### config.mk
export PLATFORM = sky130hd
export DESIGN_NAME = gemm_tile_scheduler
export DESIGN_NICKNAME = d
export VERILOG_FILES = /design/src/rtl/gemm_tile_scheduler.sv
export SDC_FILE = /design/constraint.sdc
export NUM_CORES = 2
export LEC_CHECK = 0
export BUFFER_PORTS_ARGS = -buffer_cell sky130_fd_sc_hd__buf_2
export CORE_MARGIN = 4
export CORE_UTILIZATION = 30
export DETAILED_ROUTE_END_ITERATION = 8
export PLACE_DENSITY = 0.42
export SYNTH_ARGS = -nofsm -noshare
export SYNTH_HDL_FRONTEND = slang
export SYNTH_SLANG_ARGS = --single-unit
### constraint.sdc
create_clock -name clk -period 19 [get_ports clk]
set_clock_uncertainty 0.05 [all_clocks]
set_input_delay 3.8 -clock clk [delete_from_list [all_inputs] [get_ports clk]]
set_output_delay 3.8 -clock clk [all_outputs]
set_load 0.02 [all_outputs]
### src/rtl/gemm_tile_scheduler.sv
// gemm_tile_scheduler: walks an MxNxK GEMM as TILE-sized (m,n,k) tiles and issues one command per tile
// Ports:
//   clk, rst_n                      clock, asynchronous active-low reset
//   start                           one-cycle launch; config inputs are latched on it
//   matrix_m/n/k, data_format       GEMM dimensions and A/B element format
//   accumulate_mode                 1 = add onto existing C
//   addr_a/b/c_base                 operand base byte addresses
//   cmd_*                           tile command (valid/ready handshake)
//   tile_done                       one pulse per completed command
//   busy, done, cycles_counter      job status back to the config block
module gemm_tile_scheduler #(
    parameter int ADDR_WIDTH      = 32,
    parameter int TILE            = 16,
    parameter int MAX_OUTSTANDING = 4
) (
    input  logic                  clk,
    input  logic                  rst_n,
    input  logic                  start,
    input  logic [15:0]           matrix_m,
    input  logic [15:0]           matrix_n,
    input  logic [15:0]           matrix_k,
    input  logic [1:0]            data_format,
    input  logic                  accumulate_mode,
    input  logic [ADDR_WIDTH-1:0] addr_a_base,
    input  logic [ADDR_WIDTH-1:0] addr_b_base,
    input  logic [ADDR_WIDTH-1:0] addr_c_base,
    output logic                  cmd_valid,
    input  logic                  cmd_ready,
    output logic [ADDR_WIDTH-1:0] cmd_addr_a,
    output logic [ADDR_WIDTH-1:0] cmd_addr_b,
    output logic [ADDR_WIDTH-1:0] cmd_addr_c,
    output logic [7:0]            cmd_rows,
    output logic [7:0]            cmd_cols,
    output logic [7:0]            cmd_depth,
    output logic                  cmd_acc_init,
    output logic                  cmd_last_k,
    input  logic                  tile_done,
    output logic                  busy,
    output logic                  done,
    output logic [31:0]           cycles_counter
);
    localparam int TSH = $clog2(TILE);
    localparam logic [15:0] T16 = 16'(TILE);
    localparam logic [ADDR_WIDTH-1:0] TA = ADDR_WIDTH'(TILE);
    localparam logic [3:0] MAXO = 4'(MAX_OUTSTANDING);

    typedef enum logic [2:0] {S_IDLE, S_SETUP, S_ISSUE, S_DRAIN, S_DONE} state_t;
    state_t state, state_nx;

    logic [15:0] m_r, n_r, k_r, mt, nt, kt, tmt, tnt, tkt, rm, rn, rk;
    logic [1:0] esh;
    logic acc_r, hs, dec, lm, ln, lk, load, launch;
    logic [ADDR_WIDTH-1:0] a_r, b_r, c_r;
    logic [3:0] outstanding;

    // Last-tile flags come from the remaining extent rather than tile counts;
    // t*t are the indices of the command to load next (all zero in SETUP).
    always_comb begin
        busy = state != S_IDLE;
        launch = state == S_IDLE && start;
        cmd_valid = state == S_ISSUE && outstanding < MAXO;
        hs = cmd_valid && cmd_ready;
        dec = tile_done && outstanding != 4'd0;
        lm = (m_r - (mt << TSH)) <= T16;
        ln = (n_r - (nt << TSH)) <= T16;
        lk = (k_r - (kt << TSH)) <= T16;
        load = state == S_SETUP || hs;
        tkt = (state == S_SETUP || lk) ? 16'd0 : kt + 16'd1;
        tnt = (state == S_SETUP || (lk && ln)) ? 16'd0 : lk ? nt + 16'd1 : nt;
        tmt = state == S_SETUP ? 16'd0 : (lk && ln) ? mt + 16'd1 : mt;
        rm = m_r - (tmt << TSH);
        rn = n_r - (tnt << TSH);
        rk = k_r - (tkt << TSH);
        state_nx = state;
        case (state)
            S_IDLE:  state_nx = start ? S_SETUP : S_IDLE;
            S_SETUP: state_nx = (m_r == 16'd0 || n_r == 16'd0 || k_r == 16'd0) ? S_DONE : S_ISSUE;
            S_ISSUE: state_nx = (hs && lk && ln && lm) ? S_DRAIN : S_ISSUE;
            S_DRAIN: state_nx = outstanding == 4'd0 ? S_DONE : S_DRAIN;
            default: state_nx = S_IDLE;
        endcase
    end

    always_ff @(posedge clk or negedge rst_n) begin
        if (!rst_n) begin
            state <= S_IDLE;
            {m_r, n_r, k_r, mt, nt, kt} <= '0;
            {esh, acc_r, a_r, b_r, c_r} <= '0;
            outstanding <= '0;
            done <= 1'b0;
            cycles_counter <= '0;
            {cmd_addr_a, cmd_addr_b, cmd_addr_c} <= '0;
            {cmd_rows, cmd_cols, cmd_depth, cmd_acc_init, cmd_last_k} <= '0;
        end else begin
            state <= state_nx;
            if (launch) begin
                {m_r, n_r, k_r} <= {matrix_m, matrix_n, matrix_k};
                esh <= data_format == 2'b00 ? 2'd0 : data_format == 2'b11 ? 2'd2 : 2'd1;
                acc_r <= accumulate_mode;
                {a_r, b_r, c_r} <= {addr_a_base, addr_b_base, addr_c_base};
            end
            if (load) begin
                {mt, nt, kt} <= {tmt, tnt, tkt};
                cmd_addr_a <= a_r + ((ADDR_WIDTH'(tmt) * TA * ADDR_WIDTH'(k_r) + ADDR_WIDTH'(tkt) * TA) << esh);
                cmd_addr_b <= b_r + ((ADDR_WIDTH'(tkt) * TA * ADDR_WIDTH'(n_r) + ADDR_WIDTH'(tnt) * TA) << esh);
                cmd_addr_c <= c_r + ((ADDR_WIDTH'(tmt) * TA * ADDR_WIDTH'(n_r) + ADDR_WIDTH'(tnt) * TA) << 2);
                cmd_rows <= rm > T16 ? 8'(TILE) : rm[7:0];
                cmd_cols <= rn > T16 ? 8'(TILE) : rn[7:0];
                cmd_depth <= rk > T16 ? 8'(TILE) : rk[7:0];
                cmd_acc_init <= tkt == 16'd0 && !acc_r;
                cmd_last_k <= rk <= T16;
            end
            if (hs && !dec)
                outstanding <= outstanding + 4'd1;
            else if (dec && !hs)
                outstanding <= outstanding - 4'd1;
            if (launch)
                done <= 1'b0;
            else if (state == S_DONE)
                done <= 1'b1;
            if (launch)
                cycles_counter <= '0;
            else if (busy && cycles_counter != '1)
                cycles_counter <= cycles_counter + 32'd1;
        end
    end
endmodule

==> impl_metrics.env <==
export IMPL_fin_crit_sh_pct=75.6
export IMPL_grt_pass1_vias=41600
export IMPL_postCtsSetupBuffers=0
export IMPL_finalHoldViolCount=0
export IMPL_cp_required_ns=19.51
export IMPL_slew_violations=0
export IMPL_setup_viol=0
export IMPL_synth_compound_area_share_pct=10.8
export IMPL_crit_buf_inv=6
export IMPL_hp_class="flop to flop"
export IMPL_syn_nets=6822
export IMPL_cts_buffer_depth=3
export IMPL_hpwl_mm=135
export IMPL_grt_first_pass_wirelength_mm=269
export IMPL_vias=39900
export IMPL_rsz0062_at_grt="no"
export IMPL_grt_overflow_total=0
export IMPL_synth_xor_area_share_pct=5.43
export IMPL_numCtsBuffers=50
export IMPL_power_total_mw=6.59
export IMPL_irDropWorstVdd_mv=0.101
export IMPL_power_density_nw_per_um2=120
export IMPL_clock_fmax_ghz=0.0697
export IMPL_drt_iter0_markers=2551
export IMPL_slew_headroom_pct=22.3
export IMPL_arrival_ns=14.87
export IMPL_die_area_um2=171000
export IMPL_tns_ns=0
export IMPL_cts_tree="done"
export IMPL_crit_family="adder cells"
export IMPL_synthMuxAreaShare_pct=4.71
export IMPL_areaGrowthSynthToFinish_pct=11.8
export IMPL_routed_via_density=4.94
export IMPL_start_util_pct=30.2
export IMPL_port_buffers=308
export IMPL_ys_seq_area_share_pct=18.1
export IMPL_cp_common_cell="ha_1"
export IMPL_fin_util_pct=33.8
export IMPL_ctsResizeCount=0
export IMPL_fp_dieH_um=413
export IMPL_cp_slowest_cell="dfrtp_1"
export IMPL_syn_mean_instance_area_um2=8.71
export IMPL_synthAdderAreaFrac_pct=34.5
export IMPL_fillers=17200
export IMPL_root_buffer="clkbuf_16"
export IMPL_synth_simple_area_share_pct=18.2
export IMPL_die_w_um=413
export IMPL_dr_pass1_iters=6
export IMPL_ioPinCount=309
export IMPL_layout_commonest_cell="inv_1"
export IMPL_clock_latency_ns=0.67
export IMPL_nNetsFinal=7027
export IMPL_max_cap_violations=0
export IMPL_tightest_slew_ns=1.15
export IMPL_yosys_warnings=0
export IMPL_hold_start="b_r[1]$_DFFE_PN0P_"
export IMPL_yosys_cell_types_count=104
export IMPL_synth_async_sr_flop_share_pct=100
export IMPL_synthFlopType="dfrtp_1"
export IMPL_cts_hold_buf=0
export IMPL_critical_path_max_stage_delay_ns=0.77
export IMPL_synth_area_um2=49200
export IMPL_drt_antenna_violating_nets=0
export IMPL_synthCells=5655
export IMPL_outcome="finished, final reports clean"
export IMPL_gp_congestion=0.888
export IMPL_synth_edf_count=0
export IMPL_antenna_found_initial=5
export IMPL_p_leak_nw=26.6
export IMPL_ys_seq_elements=357
export IMPL_critPathLaunchType="flop"
export IMPL_route_detailed_drc=0
export IMPL_drive_above_1_share_pct=12.0
export IMPL_rows=148
export IMPL_wl_mm=175
export IMPL_grt_use_total_pct=20.7
export IMPL_cts_sinks=357
export IMPL_endpoint_kind="flop"
export IMPL_most_common_layout_cells="inv_1 (831), nand2_1 (726), fa_1 (572), ha_1 (443), nor2_1 (356)"
export IMPL_criticalPathCategory="flop to flop"
export IMPL_crit_start="n_r[4]$_DFFE_PN0P_"
export IMPL_grt_max_degree=119
export IMPL_core_area_um2=163000
export IMPL_route_detailed_wl_per_inst_um=21.7
export IMPL_min_period_ns=14.35
export IMPL_r2r_start="n_r[4]$_DFFE_PN0P_"
export IMPL_cts_clk_slew_worst_paths_ns=0.06
export IMPL_synth_top_family_by_area="adder cells"
export IMPL_cp_max_fo=29
export IMPL_htreeDepth=2
[state kept, by name (all words and copies together), names as in the netlist, 2 cells and up]
| name | cells |
|---|---|
| state | 3 |
| cmd_cols | 8 |
| cmd_addr_c | 32 |
| cmd_addr_a | 32 |
| c_r | 32 |
| esh | 2 |
| cmd_addr_b | 32 |
| mt | 16 |
| outstanding | 4 |
| nt | 16 |
| n_r | 16 |
| kt | 16 |
| m_r | 16 |
| a_r | 32 |
| cycles_counter | 32 |
| k_r | 16 |
| b_r | 32 |
| cmd_depth | 8 |
| cmd_rows | 8 |
[power breakdown]
| group | internal [mW] | leakage (nW) | switching, mW | total, mW |
|---|---|---|---|---|
| Clock | 0.583 | 0.831 | 0.423 | 1.01 |
| Sequential | 1.04 | 4.43 | 0.242 | 1.29 |
| Combinational | 1.59 | 21.4 | 2.70 | 4.29 |
| Total | 3.22 | 26.6 | 3.37 | 6.59 |
[path summary, 6_finish.rpt]
| kind | endpoint | slack [ns] | depth (start not counted) |
|---|---|---|---|
| setup / recovery | cmd_addr_a[31]$_DFFE_PN0P_ | 4.65 | 52 |
| hold / removal | cmd_addr_b[1]$_DFFE_PN0P_ | 0.41 | 2 |
| setup reg to reg | cmd_addr_a[31]$_DFFE_PN0P_ | 4.65 | 52 |
| hold reg to reg | cmd_addr_b[1]$_DFFE_PN0P_ | 0.41 | 2 |
| max in group asynchronous | nt[5]$_DFFE_PN0P_ | 13.69 | 3 |
| min in group asynchronous | cmd_addr_a[13]$_DFFE_PN0P_ | 3.06 | 1 |
[Yosys cell counts, drive strengths merged (22+ instances only)]
master	number	area (um^2)
inv	833	3130
nand2	728	2730
fa	572	11500
ha	443	5540
nor2	374	1410
dfrtp	357	8930
and2	237	1480
a21oi	213	1070
clkbuf	212	796
o21ai	210	1050
xnor2	181	1590
mux2	143	1610
xor2	108	953
nand3	104	521
nor3	98	507
and3	91	573
mux2i	71	711
o21a	65	488
a21o	56	420
nor2b	47	294
nand2b	44	275
buf	34	149
or3	34	218
nor4	32	251
a21boi	26	199
nand4	24	150
o31ai	24	190
a211oi	22	170
[layer usage]
layer	up-vias	wire length, um	track usage, %
met5	-	31	0
met4	4	3940	4.40
met3	176	8220	2.80
met2	865	77800	32.7
met1	20100	85000	29.9
li1	18800	-	-
[worst register-to-register path, delay by kind of cell (launching register included)]
family | cells | cell delay (ns)
adder cells (fa/ha/maj) | 11 | 4.27
XOR/XNOR | 2 | 0.34
buffers and inverters | 6 | 1.47
AO/OA/AOI/OAI | 17 | 4.09
flip-flops | 1 | 0.77
multiplexers | 3 | 0.76
AND/OR/NAND/NOR | 13 | 2.54
[stage by stage]
step / instance area [um^2] / std cells / hold slack, ns / setup WS [ns]
2_1_floorplan: 49200 / 5655 / 0.392 / 7.04
3_3_place_gp: 53400 / 7983 / 0.396 / 5.08
3_5_place_dp: 53400 / 7983 / 0.402 / 4.68
4_1_cts: 55100 / 8074 / 0.411 / 4.68
5_1_grt: 55100 / 8075 / 0.436 / 3.66
6_report: 55100 / 8077 / 0.408 / 4.65
[layout make-up]
class,instances,area [um^2],area share (%)
timing repair buffer,399,2250,4.08
clock buffer,68,1420,2.58
antenna,3,7.51,0.0136
clock inverter,23,289,0.525
sequential,357,8940,16.2
multi-input combinational,4218,36300,66.0
inverter,834,3130,5.68
tap,2175,2720,4.94
[cell families after synthesis]
family | after synthesis
muxes | 214
xor gates and xnor gates | 295
adders and majority gates | 1015
DFF | 357
AOI/OAI and AO/OA | 813
and+or+nand+nor | 1881
buffers and inverters | 1080
Note: power is estimated with default switching activity, not from simulation.
